--- src/rtl/key_event_decoder_pkg.sv ---
// Shared state encodings and default tick constants for the key event path,
// reused by the debouncer top level and application logic.
package key_event_decoder_pkg;

  typedef enum logic [2:0] {
    ST_IDLE   = 3'd0,
    ST_PRESS1 = 3'd1,
    ST_WAIT2  = 3'd2,
    ST_PRESS2 = 3'd3,
    ST_LONG   = 3'd4
  } key_state_e;

  localparam int unsigned DEF_CNT_W        = 8;
  localparam int unsigned DEF_LONG_TICKS   = 100;
  localparam int unsigned DEF_DCLK_TICKS   = 30;
  localparam int unsigned DEF_REPEAT_TICKS = 20;

  typedef struct packed {
    logic click;
    logic dclick;
    logic long_p;
    logic rpt;
  } key_pulse_t;

endpackage

--- src/rtl/key_event_decoder_btn_edge.sv ---
// Rise/fall detector for a debounced level. The history register resets to 1
// so a button already held when reset releases produces no rise.
module btn_edge (
  input  logic clk_i,
  input  logic rst_ni,
  input  logic btn_i,
  output logic rise_o,
  output logic fall_o
);

  logic btn_q;

  always_ff @(posedge clk_i or negedge rst_ni) begin
    if (!rst_ni) btn_q <= 1'b1;
    else         btn_q <= btn_i;
  end

  assign rise_o = btn_i & ~btn_q;
  assign fall_o = ~btn_i & btn_q;

endmodule

--- src/rtl/key_event_decoder.sv ---
// Classifies debounced presses into click / double-click / long-press events
// with auto-repeat while held; all timing counted in clk_flag ticks.
//
//   state  | meaning
//   IDLE   | released, waiting for a press
//   PRESS1 | first press in progress, timing toward long press
//   WAIT2  | released after short press, timing the double-click window
//   PRESS2 | second press in progress, untimed
//   LONG   | long-hold, emitting repeat pulses
module key_event_decoder
  import key_event_decoder_pkg::*;
#(
  parameter int unsigned CNT_W        = DEF_CNT_W,
  parameter int unsigned LONG_TICKS   = 10,
  parameter int unsigned DCLK_TICKS   = 4,
  parameter int unsigned REPEAT_TICKS = 3
) (
  input  logic sys_clk,
  input  logic sys_rst_n,
  input  logic clk_flag,
  input  logic i_btn,
  output logic o_click,
  output logic o_dclick,
  output logic o_long,
  output logic o_repeat,
  output logic o_held
);

  localparam logic [CNT_W-1:0] CNT_ONE   = CNT_W'(1);
  localparam logic [CNT_W-1:0] LONG_LAST = CNT_W'(LONG_TICKS - 1);
  localparam logic [CNT_W-1:0] DCLK_LAST = CNT_W'(DCLK_TICKS - 1);
  localparam logic [CNT_W-1:0] REP_LAST  = CNT_W'(REPEAT_TICKS - 1);

  key_state_e       state_q, state_d;
  logic [CNT_W-1:0] cnt_q, cnt_d;
  key_pulse_t       pulse_d, pulse_q;
  logic             held_q;
  logic             rise, fall, tick;
  logic             long_hit, dclk_hit, rep_hit;

  btn_edge u_btn_edge (
    .clk_i  (sys_clk),
    .rst_ni (sys_rst_n),
    .btn_i  (i_btn),
    .rise_o (rise),
    .fall_o (fall)
  );

  // An edge coinciding with clk_flag swallows that tick.
  assign tick     = clk_flag & ~rise & ~fall;
  assign long_hit = tick & (cnt_q == LONG_LAST);
  assign dclk_hit = tick & (cnt_q == DCLK_LAST);
  assign rep_hit  = tick & (cnt_q == REP_LAST);

  always_ff @(posedge sys_clk or negedge sys_rst_n) begin
    if (!sys_rst_n) begin
      state_q <= ST_IDLE;
      cnt_q   <= '0;
    end else begin
      state_q <= state_d;
      cnt_q   <= cnt_d;
    end
  end

  always_comb begin
    state_d = state_q;
    case (state_q)
      ST_IDLE:   if (rise) state_d = ST_PRESS1;
      ST_PRESS1: begin
        if (fall)          state_d = ST_WAIT2;
        else if (long_hit) state_d = ST_LONG;
      end
      ST_WAIT2: begin
        if (rise)          state_d = ST_PRESS2;
        else if (dclk_hit) state_d = ST_IDLE;
      end
      ST_PRESS2: if (fall) state_d = ST_IDLE;
      ST_LONG:   if (fall) state_d = ST_IDLE;
      default:   state_d = ST_IDLE;
    endcase
  end

  always_comb begin
    pulse_d        = '0;
    pulse_d.click  = (state_q == ST_WAIT2)  & ~rise & dclk_hit;
    pulse_d.dclick = (state_q == ST_PRESS2) & fall;
    pulse_d.long_p = (state_q == ST_PRESS1) & ~fall & long_hit;
    pulse_d.rpt    = (state_q == ST_LONG)   & ~fall & rep_hit;
  end

  // PRESS2 is untimed, so its counter is simply held.
  always_comb begin
    cnt_d = cnt_q;
    if (state_d != state_q || pulse_d.rpt)
      cnt_d = '0;
    else if (tick && (state_q == ST_PRESS1 || state_q == ST_WAIT2 || state_q == ST_LONG))
      cnt_d = cnt_q + CNT_ONE;
  end

  always_ff @(posedge sys_clk or negedge sys_rst_n) begin
    if (!sys_rst_n) begin
      pulse_q <= '0;
      held_q  <= 1'b0;
    end else begin
      pulse_q <= pulse_d;
      held_q  <= (state_d == ST_LONG);
    end
  end

  assign o_click  = pulse_q.click;
  assign o_dclick = pulse_q.dclick;
  assign o_long   = pulse_q.long_p;
  assign o_repeat = pulse_q.rpt;
  assign o_held   = held_q;

endmodule
--- config.mk ---
export PLATFORM = sky130hd
export DESIGN_NAME = key_event_decoder
export DESIGN_NICKNAME = d
export VERILOG_FILES = /design/src/rtl/key_event_decoder_pkg.sv /design/src/rtl/key_event_decoder_btn_edge.sv /design/src/rtl/key_event_decoder.sv
export SDC_FILE = /design/constraint.sdc
export NUM_CORES = 1
export LEC_CHECK = 0
export CAP_MARGIN = 20
export CORE_MARGIN = 4
export CORE_UTILIZATION = 55
export DETAILED_ROUTE_END_ITERATION = 12
export GPL_ROUTABILITY_DRIVEN = 0
export PLACE_DENSITY = 0.77
export RECOVER_POWER = 50
export SETUP_SLACK_MARGIN = 0.3
export SLEW_MARGIN = 25
export SYNTH_ARGS = -nofsm -noshare
export SYNTH_HDL_FRONTEND = slang
export SYNTH_SLANG_ARGS = --single-unit
--- constraint.sdc ---
create_clock -name sys_clk -period 2.1 [get_ports sys_clk]
set_input_delay 0.42 -clock sys_clk [delete_from_list [all_inputs] [get_ports sys_clk]]
set_output_delay 0.42 -clock sys_clk [all_outputs]
set_load 0.03 [all_outputs]
After elaboration in Yosys (flattened, before gate mapping). Cells that the tools add are included.

Bits in registers: 17. Logic and storage cells: 52.

Add/sub/neg operators: 1. Equality and inequality tests: 9. Muxes and demuxes: 9. Bitwise gates (word level): 18. Reductions and logical operators: 7.

Operators by type and width (count): two-way mux 3 bit (6); equality test 8 x 2 -> 1 bit, second input constant (2); two-way mux 8 bit (2); bitwise AND 1 bit (14); case mux 3 bit (4 select lines) (1); adder 8 x 1 -> 8 bit, second input constant (1); equality test 8 x 4 -> 1 bit, second input constant (1); equality test 3 x 2 -> 1 bit, second input constant (2); equality test 3 bit, second input constant (2); inverter 1 bit (4); equality test 3 x 1 -> 1 bit, second input constant (1); logical NOT 3 bit (1); logical OR 1 bit (3); != test 3 bit (1); nonzero test 2 bit (1); OR reduction 2 bit (1); logical AND 1 bit (1).

Longest topological paths before layout. Gate-level depths: netlist (run 1).

Word-level depth: 12. Depth in mapped cells: 6. Depth with buffers taken out: 6.

Cells and area by module. From an unflattened synthesis (run 1), not the netlist that was laid out.

Cells, all modules: 99. Area total of the unflattened synthesis: 987.2 µm².

By module, submodules not included: key_event_decoder (instances 1, cells an instance 96, area each 945.9 µm², seq. area each 400.4 µm²); btn_edge (instances 1, cells an instance 3, area each 41.3 µm², seq. area each 26.3 µm²).

Worst setup path before layout (run 1). Ideal clock, no wire load.

Path kind: reg2reg. From: register u_btn_edge.btn_q. To: register cnt_q[5]. Setup time: 0.095 ns. Data arrival time: 1.551 ns. Setup slack: 0.454 ns. Cell stages (with the launch flop): 5. Clock period less this slack: 1.646 ns. Cell sequence: dfstp_2 -> xnor2_4 -> o2111ai_2 -> or4_1 -> a211oi_1.

Cells in the longest elaborated chain, start to end: 12. Elaborated cells between the ends (all ways): 24. Classes of those cells: 1 x eq/ne; 8 x mux; 12 x bitwise; 3 x reduce/logical.

Ends and longest elaborated chain: start: declaration (RTL line key_event_decoder_btn_edge.sv:11) `logic btn_q;`; start signal: assignment (RTL line key_event_decoder_btn_edge.sv:15) `else btn_q <= btn_i;`; inverter 1 bit (RTL line key_event_decoder_btn_edge.sv:18) `assign rise_o = btn_i & ~btn_q;`; bitwise AND 1 bit (RTL line key_event_decoder_btn_edge.sv:18); inverter 1 bit (RTL line key_event_decoder.sv:50) `assign tick = clk_flag & ~rise & ~fall;`; bitwise AND 1 bit (2 in a row) (RTL line key_event_decoder.sv:50); bitwise AND 1 bit, on equally long branches (RTL line key_event_decoder.sv:52, key_event_decoder.sv:51); two-way mux 3 bit, on equally long branches (RTL line key_event_decoder.sv:75, key_event_decoder.sv:71); two-way mux 3 bit, on equally long branches (RTL line key_event_decoder.sv:74, key_event_decoder.sv:70); case mux 3 bit (4 select lines) (RTL line key_event_decoder.sv:67) `case (state_q)`; != test 3 bit (RTL line key_event_decoder.sv:94) `if (state_d != state_q || pulse_d.rpt)`; logical OR 1 bit (RTL line key_event_decoder.sv:94); two-way mux 8 bit / nonzero test 2 bit (equally long branches); end signal: assignment (RTL line key_event_decoder.sv:61) `cnt_q <= cnt_d;`; end: declaration (RTL line key_event_decoder.sv:35) `logic [CNT_W-1:0] cnt_q, cnt_d;`.

Parallel ways exist; a longest one is shown, timed or not. A chain may end at the register's enable or synchronous reset.

Worst setup path in the final report (run 1).
From: register u_btn_edge.btn_q. To: register cnt_q[4].

The elaborated chain is that of the path after synthesis.

==> impl_metrics.csv, run 1 <==
group,metric,value,unit
layout,final_core_utilization,0.7921,
synth,yosys_most_used_dff,"dfrtp_1",
drt,initialDrtViolationCount,19,
die,start_util,0.6151,
placed_design,dpl.cell_count,123,
setup_path,cp_slowest_stage_delay,0.62,ns
synth,top_cells_by_area_synth,"dfrtp_1, a211oi_1, ha_1",
synth,post-synth-top-area-cell,"dfrtp_1",
synth,ys_ff_latch,17,
die,i_o_pins,9,
layout,instances_no_fill,131,
power_and_ir_drop,power_leakage,0.4914,nW
sta,final.min_clock_period,1.812,ns
sta,slew_headroom,0.6762,
clocking,clk_root_buffer_cell,"clkbuf_4",
placed_design,dpl.hpwl,1.473,mm
clocking,cts.sinks,17,
setup_path,worst_ep_arrival_time,2.02,ns
global_route,global_route_wire_length_before_repair,3.774,mm
sta,timing.clock.skew,0.001894,ns
placed_design,placement.io_buffers,8,
layout,antenna_cells,0,
clocking,cts_tree,"yes",
synth,mappedNetlistArea,969.7,um^2
global_route,grt.overflow.total,0,
setup_path,critPathRequiredTime,2.31,ns
layout,growth_of_design_area_from_synthesis_to_finish,28.77,%
setup_path,critical_path.cell_chain,"xnor2_4 -> o2111ai_4 -> or4_4 -> a211oi_2",
sta,timing.final.max_slew_violations,0,
sta,max_freq,551.9,MHz
global_route,via_count_of_the_first_global_routing_pass,856,
synth,postSynthNetCount,100,
setup_path,worst_setup_path_start_kind,"register",
synth,synthCells,93,
synth,synth_warnings,0,
layout,nNetsFinal,123,
die,die_h,49.99,um
setup_path,cpMaxStageDelayCell,"dfstp_1",
synth,yosys.cell_types.count,34,
drt,via_count,841,
setup_path,worstPathMaxFanout,5,
clocking,cts_made_buffers,3,
layout,layout_commonest_cell,"dfrtp_1",
clocking,cts.htree.levels,1,
synth,synth_top_area_share,0.4129,
run_status,run_status,"completed",
global_route,largest_net_degree_at_the_start_of_global_routing,11,
die,placeableCoreArea,1577,um^2
sta,final-setup-viol-count,0,
synth,syn-mean-instance-area,10.43,um^2
setup_path,path_class,"register to register",
clocking,cts_hold_repair.buffers,0,
sta,grt_setup_unrepaired,"yes",
clocking,clk_latency,0.29,ns
power_and_ir_drop,peakVddDrop,0.5377,mV
drt,detail_route.drc_violations,0,
clocking,ctsLongestPathBuffers,2,
power_and_ir_drop,power-per-cell-area,735.4,nW/um^2
sta,worst_slew_pin_slew,0.4858,ns
die,die_w,49.99,um
drt,first_pass_iters,4,
clocking,clk_transition_reported_paths,0.09,ns
sta,report.final.hold_viol_count,0,
die,rows,14,
drt,drt-vias-per-instance,6.420,
die,die_footprint,2499,um^2
global_route,grt_usage,0.2063,
layout,drive_gt1_frac,0.3304,
layout,most-common-layout-cells,"dfrtp_1, buf_4, inv_1",
drt,antenna_violating_nets_post_route,0,
synth,sequential_fraction_of_the_synthesis_area,0.4400,
min_path,min-delay-path-class,"primary input to asynchronous set/reset pin",
run,cap_violations,0,
global_route,antenna_found_initial,0,
setup_path,worstPathBufferInverterCount,0,
synth,number_of_flops_mapped_to_enable_cells_by_yosys,0,
setup_path,crit_path_end_kind,"register",
setup_path,dominant_delay_contributor_by_cell_family_on_the_critical_path,"flip-flops",
synth,synth-async-reset-ratio,1.000,
drt,routedWlPerCell,18.55,um
drt,postRouteWirelength,2.430,mm
sta,min_period_over_period,0.8628,
## layout make-up
type | instances | area, um^2
Clock buffer | 3 | 22.52
Clock inverter | 1 | 5.005
Fill cell | 85 | 327.8
Inverter | 7 | 26.28
Multi-Input combinational cell | 66 | 579.3
Sequential cell | 17 | 429.2
Tap cell | 16 | 20.02
Timing Repair Buffer | 21 | 166.4
## worst register-to-register path, cell delays in order (launching register included)
cell and delay, ns:
dfstp_1 0.62, xnor2_4 0.17, o2111ai_4 0.18, or4_4 0.52
a211oi_2 0.24
## per-stage QoR
stage          TNS, ns  instance area, um^2  setup slack [ns]  power (W)  hold slack (ns)
6_report             0                 1249            0.2882  0.0009183           0.4745
5_1_grt              0                 1249            0.2131  0.0009932           0.4943
4_1_cts              0                 1202            0.3040  0.0008809           0.4183
3_5_place_dp    -1.277                 1112           -0.2509  0.0006602           0.5680
3_3_place_gp   -0.6976                 1112           -0.1332  0.0006510           0.5490
2_1_floorplan        0                969.7            0.4542  0.0006039           0.1244
## cell usage after synthesis (all sizes together) (2+ instances only)
library cell  count
a211oi            6
a31o              2
a31oi             2
and4bb            2
buf               4
dfrtp            16
ha                3
inv               7
nand2             5
nand3             2
nand3b            2
nand4             2
nor2              5
nor2b             3
nor3              2
o21ai             6
o31ai             5
or4               5
xnor2             2
## cells by family (layout without fill, tap and decap cells)
group,after synthesis,after routing,synth area share
AO/OA/AOI/OAI,26,27,0.2026
XOR/XNOR,3,3,0.05420
adder cells (fa/ha/maj),3,3,0.03871
buffers and inverters,11,32,0.06065
flip-flops,17,17,0.4400
AND/OR/NAND/NOR,33,33,0.2039
## path summary, 6_finish.rpt
kind	slack, ns	depth (start not counted)	startpoint	endpoint
setup / recovery	0.29	4	u_btn_edge.btn_q	cnt_q[4]
hold / removal	0.47	1	sys_rst_n	cnt_q[2]
setup reg to reg	0.29	4	u_btn_edge.btn_q	cnt_q[4]
hold reg to reg	0.64	2	cnt_q[1]	cnt_q[1]
max in group asynchronous	0.85	2	sys_rst_n	state_q[0]
min in group sys_clk	0.57	2	i_btn	u_btn_edge.btn_q
## flip-flops by register name, summed over array words and instances, names as in the netlist
name              cells
o_long                1
o_repeat              1
state_q               3
cnt_q                 8
o_click               1
u_btn_edge.btn_q      1
o_dclick              1
o_held                1
## power breakdown
part / switching [W] / internal, W / total, W
clock network: 0.000100 / 0.0000711 / 0.000171
registers: 0.0000700 / 0.000364 / 0.000434
logic: 0.000165 / 0.000148 / 0.000313
total: 0.000335 / 0.000583 / 0.000918
## layer usage
layer,share of wire,wire length [um],track usage
met1,0.43,1039,0.2366
met2,0.49,1183,0.3196
met3,0.053,128,0.06928
met4,0.032,78,0.1429
met5,0,0,0
## timing repair
item / 4_1_cts / 5_1_grt
setup endpoints to repair: 6 / 8
gates resized for setup: 8 / 9
buffers inserted: 1 / 2
pin swaps: 0 / 5
cloned: 1 / 0
Power figures use the tool's default switching activity.
==> run 2: changes to the inputs <==
CORE_UTILIZATION = 60   (was 55)
DONT_BUFFER_PORTS = 1   (was unset)
GPL_ROUTABILITY_DRIVEN = unset   (was 0)
PLACE_DENSITY = 0.76   (was 0.77)
==> impl_metrics.csv, run 2 (same netlist as run 1, synthesis figures left out) <==
group,metric,value,unit
sta,timing.clock.skew,0.001080,ns
die,rows,14,
run_status,run_status,"completed",
setup_path,dominant_delay_contributor_by_cell_family_on_the_critical_path,"compound AO/OA/AOI/OAI gates",
drt,via_count,827,
placed_design,dpl.hpwl,1.341,mm
sta,final.setup.tns,0,ns
sta,timing.final.max_slew_violations,0,
setup_path,cpMaxStageDelayCell,"or4_1",
placed_design,dpl.cell_count,111,
setup_path,worstSetupPathDepth,4,
die,start_util,0.6363,
clocking,clk_latency,0.30,ns
sta,worst_slew_pin_slew,0.7172,ns
global_route,antenna_found_initial,0,
setup_path,worstPathBufferInverterCount,0,
layout,instances_no_fill,121,
global_route,grt_most_used_layer,"met2",
layout,fillers,91,
die,die_h,48.20,um
placed_design,place_congestion,0.8489,
clocking,cts_tree,"yes",
placed_design,dpl_cell_area,1002,um^2
clocking,clk_root_buffer_cell,"clkbuf_4",
global_route,grt.overflow.total,0,
min_path,worst_hold_path.num_cells,0,
layout,most-common-layout-cells,"dfrtp_1, buf_4, inv_1",
drt,drt-vias-per-instance,6.835,
global_route,globalRouteMet1Util,0.2825,
setup_path,path_class,"register to register",
sta,slew_headroom,0.5203,
die,placeableCoreArea,1524,um^2
die,die_footprint,2323,um^2
layout,drive_gt1_frac,0.3143,
setup_path,crit_start,"state_q[0]",
clocking,ctsLongestPathBuffers,2,
sta,max_freq,540.0,MHz
die,die_w,48.20,um
power_and_ir_drop,power_leakage,0.4503,nW
clocking,cts.sinks,17,
setup_path,critPathRequiredTime,2.31,ns
layout,biggestRegsByFlops,"cnt_q (8), state_q (3)",
clocking,cts_made_buffers,3,
placed_design,place_worst_setup_slack,0.1942,ns
sta,final-setup-viol-count,0,
drt,antenna_violating_nets_post_route,0,
layout,largest_reg_flops,8,
clocking,clk_transition_reported_paths,0.10,ns
global_route,largest_net_degree_at_the_start_of_global_routing,18,
setup_path,critical_path.cell_chain,"o21ai_4 -> o2111ai_4 -> or4_1 -> a211oi_1",
sta,min_period_over_period,0.8818,
layout,area.sequential,429.2,um^2
power_and_ir_drop,power-per-cell-area,788.7,nW/um^2
drt,routedWlPerCell,19.51,um
setup_path,worst_setup_path_start_kind,"register",
drt,detail_route.drc_violations,0,
sta,postLayoutSetupSlackWorst,0.2482,ns
setup_path,worst_ep_arrival_time,2.06,ns
sta,grt_setup_unrepaired,"yes",
setup_path,cp_slowest_stage_delay,0.53,ns
layout,growth_of_design_area_from_synthesis_to_finish,19.61,%
layout,multiInputGateArea,573.1,um^2
drt,postRouteWirelength,2.361,mm
layout,antenna_cells,0,
placed_design,placement.io_buffers,0,
drt,first_pass_iters,4,
min_path,min-delay-path-class,"primary input to register",
setup_path,worstPathMaxFanout,8,
drt,initialDrtViolationCount,32,
global_route,via_count_of_the_first_global_routing_pass,729,
global_route,grt_util_met3,0.04797,
global_route,grt_usage,0.2148,
layout,layout_commonest_cell,"dfrtp_1",
setup_path,crit_path_end_kind,"register",
clocking,cts.htree.levels,1,
global_route,global_route_wire_length_before_repair,3.387,mm
run,cap_violations,0,
global_route,use_met2,0.3099,
layout,final_cell_area,1160,um^2
setup_path,worst_reg2reg_path_startpoint,"state_q[0]",
min_path,timing.hold.worst.start,"i_btn",
layout,top_register,"cnt_q",
power_and_ir_drop,peakVddDrop,0.4032,mV
sta,final.min_clock_period,1.852,ns
setup_path,reg2regPathDepth,4,
sta,report.final.hold_viol_count,0,
die,i_o_pins,9,
layout,nNetsFinal,113,
[run 2: changes by cell type in the layout (fill, tap and decap cells not counted), moves of 2 or more]
cell	delta
clkdlybuf4s50_1	-6
or4_1	+2
a211oi_1	+2
or4_4	-2
a211oi_2	-2
[run 2: final timing paths]
path                               endpoint  slack (ns)
setup / recovery                   cnt_q[6]        0.25
hold / removal             u_btn_edge.btn_q        0.10
setup reg to reg                   cnt_q[6]        0.25
hold reg to reg                    cnt_q[7]        0.62
max in group asynchronous        state_q[0]        1.00
min in group asynchronous          cnt_q[5]        0.60
[run 2: power breakdown]
group	internal [W]	switching (W)
Combinational	0.000139	0.000160
Clock	0.0000742	0.000108
Sequential	0.000365	0.0000692
[run 2: per-layer routing]
layer,vias up,share of wire,routed length (um)
li1,377,-,-
met1,391,0.41,973
met2,46,0.47,1110
met3,13,0.076,180
met4,0,0.041,97
met5,-,0,0
[run 2: metrics by stage]
stage	hold slack, ns	total power (W)	utilization
finish	0.1045	0.0009148	0.7611
global route	0.09164	0.0009707	0.7611
CTS	0.1229	0.0008596	0.7200
detailed placement	0.1248	0.0006475	0.6576
global placement	0.1248	0.0006368	0.6576
floorplan	0.1244	0.0006039	-
[run 2: final cells by class]
| type | count | share of cell area |
|---|---|---|
| tap | 16 | 0.01726 |
| multi-input combinational | 66 | 0.4941 |
| clock buffer | 4 | 0.02265 |
| sequential | 17 | 0.3700 |
| timing repair buffer | 11 | 0.07336 |
| inverter | 7 | 0.02265 |
[run 2: worst reg2reg max path, stage by stage, from the launching register on]
cell and delay, ns:
dfrtp_2 0.52, o21ai_4 0.25, o2111ai_4 0.19, or4_1 0.53
a211oi_1 0.27
[run 2: what timing repair did]
item	4_1_cts	5_1_grt
gates cloned	1	0
pin swaps	1	3
endpoints found under the setup margin	7	8
hold buffers	1	0
endpoints found under the hold margin	17	0
resized for setup	4	9
buffers inserted	3	1
==> run 3: changes to the inputs <==
CORE_MARGIN = unset   (was 4)
==> impl_metrics.csv, run 3 (same netlist as run 1, synthesis figures left out) <==
group,metric,value,unit
setup_path,dominant_delay_contributor_by_cell_family_on_the_critical_path,"flip-flops",
power_and_ir_drop,power-per-cell-area,760.7,nW/um^2
sta,timing.clock.skew,0.003894,ns
sta,max_freq,568.7,MHz
setup_path,regToRegEndpoint,"cnt_q[3]",
global_route,antenna_found_initial,0,
layout,antenna_cells,0,
sta,report.final.hold_viol_count,0,
setup_path,crit_start,"u_btn_edge.btn_q",
die,placeableCoreArea,1506,um^2
run_status,run_status,"completed",
layout,growth_of_design_area_from_synthesis_to_finish,17.42,%
global_route,grt.overflow.total,0,
clocking,cts.htree.levels,1,
layout,nNetsFinal,113,
global_route,global_route_wire_length_before_repair,3.222,mm
global_route,via_count_of_the_first_global_routing_pass,712,
sta,final.setup.tns,0,ns
die,die_w,42.20,um
die,die_h,42.20,um
sta,grt_setup_unrepaired,"yes",
drt,initialDrtViolationCount,38,
drt,via_count,792,
sta,slew_headroom,0.5061,
layout,instances_no_fill,121,
setup_path,critPathRequiredTime,2.31,ns
drt,drt-vias-per-instance,6.545,
layout,most-common-layout-cells,"dfrtp_1, buf_4, inv_1",
power_and_ir_drop,seqPwrFrac,0.483,
placed_design,dpl.cell_count,111,
power_and_ir_drop,power_leakage,0.4499,nW
drt,first_pass_iters,4,
setup_path,reg2regPathDepth,4,
drt,routedWlPerCell,16.52,um
die,start_util,0.6437,
power_and_ir_drop,switching_share,0.3500,
die,i_o_pins,9,
sta,worst_slew_pin_slew,0.7384,ns
setup_path,cpMaxStageDelayCell,"dfstp_2",
layout,layout_commonest_cell,"dfrtp_1",
power_and_ir_drop,peakVddDrop,0.4703,mV
layout,final_core_utilization,0.7558,
setup_path,worst_setup_path_start_kind,"register",
global_route,largest_net_degree_at_the_start_of_global_routing,18,
sta,hold_slack,0.1168,ns
clocking,clk_latency,0.29,ns
setup_path,worstSetupPathDepth,4,
clocking,clk_root_buffer_cell,"clkbuf_4",
power_and_ir_drop,share_clk_of_total_power,0.201,
setup_path,critical_path.cell_chain,"xnor2_4 -> o2111ai_4 -> or4_1 -> a211oi_2",
drt,postRouteWirelength,1.999,mm
global_route,grt_usage,0.2441,
sta,timing.final.max_slew_violations,0,
power_and_ir_drop,p_int,0.0005630,W
sta,min_period_over_period,0.8373,
run,cap_violations,0,
power_and_ir_drop,finalPower,0.0008661,W
setup_path,crit_path_end_kind,"register",
sta,final-setup-viol-count,0,
clocking,clk_transition_reported_paths,0.10,ns
drt,antenna_violating_nets_post_route,0,
layout,fillers,89,
layout,largest_reg_flops,8,
setup_path,worst_ep_arrival_time,1.97,ns
layout,biggestRegsByFlops,"cnt_q (8), state_q (3)",
layout,drive_gt1_frac,0.3619,
setup_path,worst_reg2reg_path_startpoint,"u_btn_edge.btn_q",
clocking,cts_made_buffers,3,
power_and_ir_drop,total_switching_power,0.0003031,W
setup_path,endpoint,"cnt_q[3]",
clocking,ctsLongestPathBuffers,2,
die,rows,14,
power_and_ir_drop,p_comb_frac,0.316,
placed_design,placement.io_buffers,0,
layout,top_register,"cnt_q",
clocking,cts.sinks,17,
setup_path,worstPathMaxFanout,7,
placed_design,dpl.hpwl,1.323,mm
setup_path,worstPathBufferInverterCount,0,
setup_path,cp_slowest_stage_delay,0.59,ns
sta,final.min_clock_period,1.758,ns
clocking,cts_tree,"yes",
die,die_footprint,1781,um^2
min_path,min-delay-path-class,"primary input to register",
setup_path,r2r_setup_slack,0.34,ns
drt,detail_route.drc_violations,0,
setup_path,path_class,"register to register",
placed_design,place_congestion,0.8377,
run 3: final cells by class:
class | instances | area, um^2 | area share
multi-input cells | 65 | 545.5 | 0.4791
repair buffers | 12 | 90.09 | 0.07912
flip-flops and latches | 17 | 430.4 | 0.3780
clock buffers | 4 | 26.28 | 0.02308
inverters | 7 | 26.28 | 0.02308
well taps | 16 | 20.02 | 0.01758
run 3: how the worst min path moves through the flow:
stage | cells after the start | slack [ns] | start | endpoint
2_1_floorplan | 0 | 0.12 | sys_rst_n | cnt_q[0]
3_3_place_gp | 0 | 0.12 | sys_rst_n | cnt_q[5]
3_5_place_dp | 0 | 0.12 | sys_rst_n | cnt_q[4]
4_1_cts | 0 | 0.12 | i_btn | u_btn_edge.btn_q
5_1_grt | 0 | 0.10 | i_btn | u_btn_edge.btn_q
6_report | 0 | 0.12 | i_btn | u_btn_edge.btn_q
run 3: stage by stage:
stage | setup slack (ns) | instance area [um^2]
6_report | 0.3417 | 1139
5_1_grt | 0.2415 | 1139
4_1_cts | 0.3032 | 1086
3_5_place_dp | 0.1742 | 1002
3_3_place_gp | 0.2752 | 1002
2_1_floorplan | 0.4542 | 969.7
run 3: what timing repair did:
action | CTS | global route
endpoints found under the hold margin | 17 | 0
setup buffers | 4 | 1
resized for setup | 4 | 13
gates cloned | 0 | 0
hold buffers | 1 | 0
endpoints found under the setup margin | 7 | 4
pin swaps | 1 | 3
run 3: power groups by stage:
| stage | registers (W) | clock network, W | logic (W) |
|---|---|---|---|
| global placement | 0.000418 | 0 | 0.000218 |
| finish | 0.000418 | 0.000175 | 0.000273 |
| detailed placement | 0.000421 | 0 | 0.000224 |
| CTS | 0.000416 | 0.000173 | 0.000261 |
| floorplan | 0.000398 | 0 | 0.000206 |
| global route | 0.000423 | 0.000187 | 0.000306 |
run 3: metal layers:
| metal | share of wire | vias to the layer above | GRT usage | wire length [um] |
|---|---|---|---|---|
| li1 | - | 376 | - | - |
| met1 | 0.47 | 384 | 0.3398 | 947 |
| met2 | 0.46 | 28 | 0.3538 | 926 |
| met3 | 0.047 | 4 | 0.05172 | 94 |
| met4 | 0.015 | 0 | 0.1313 | 30 |
| met5 | 0 | - | 0 | 0 |
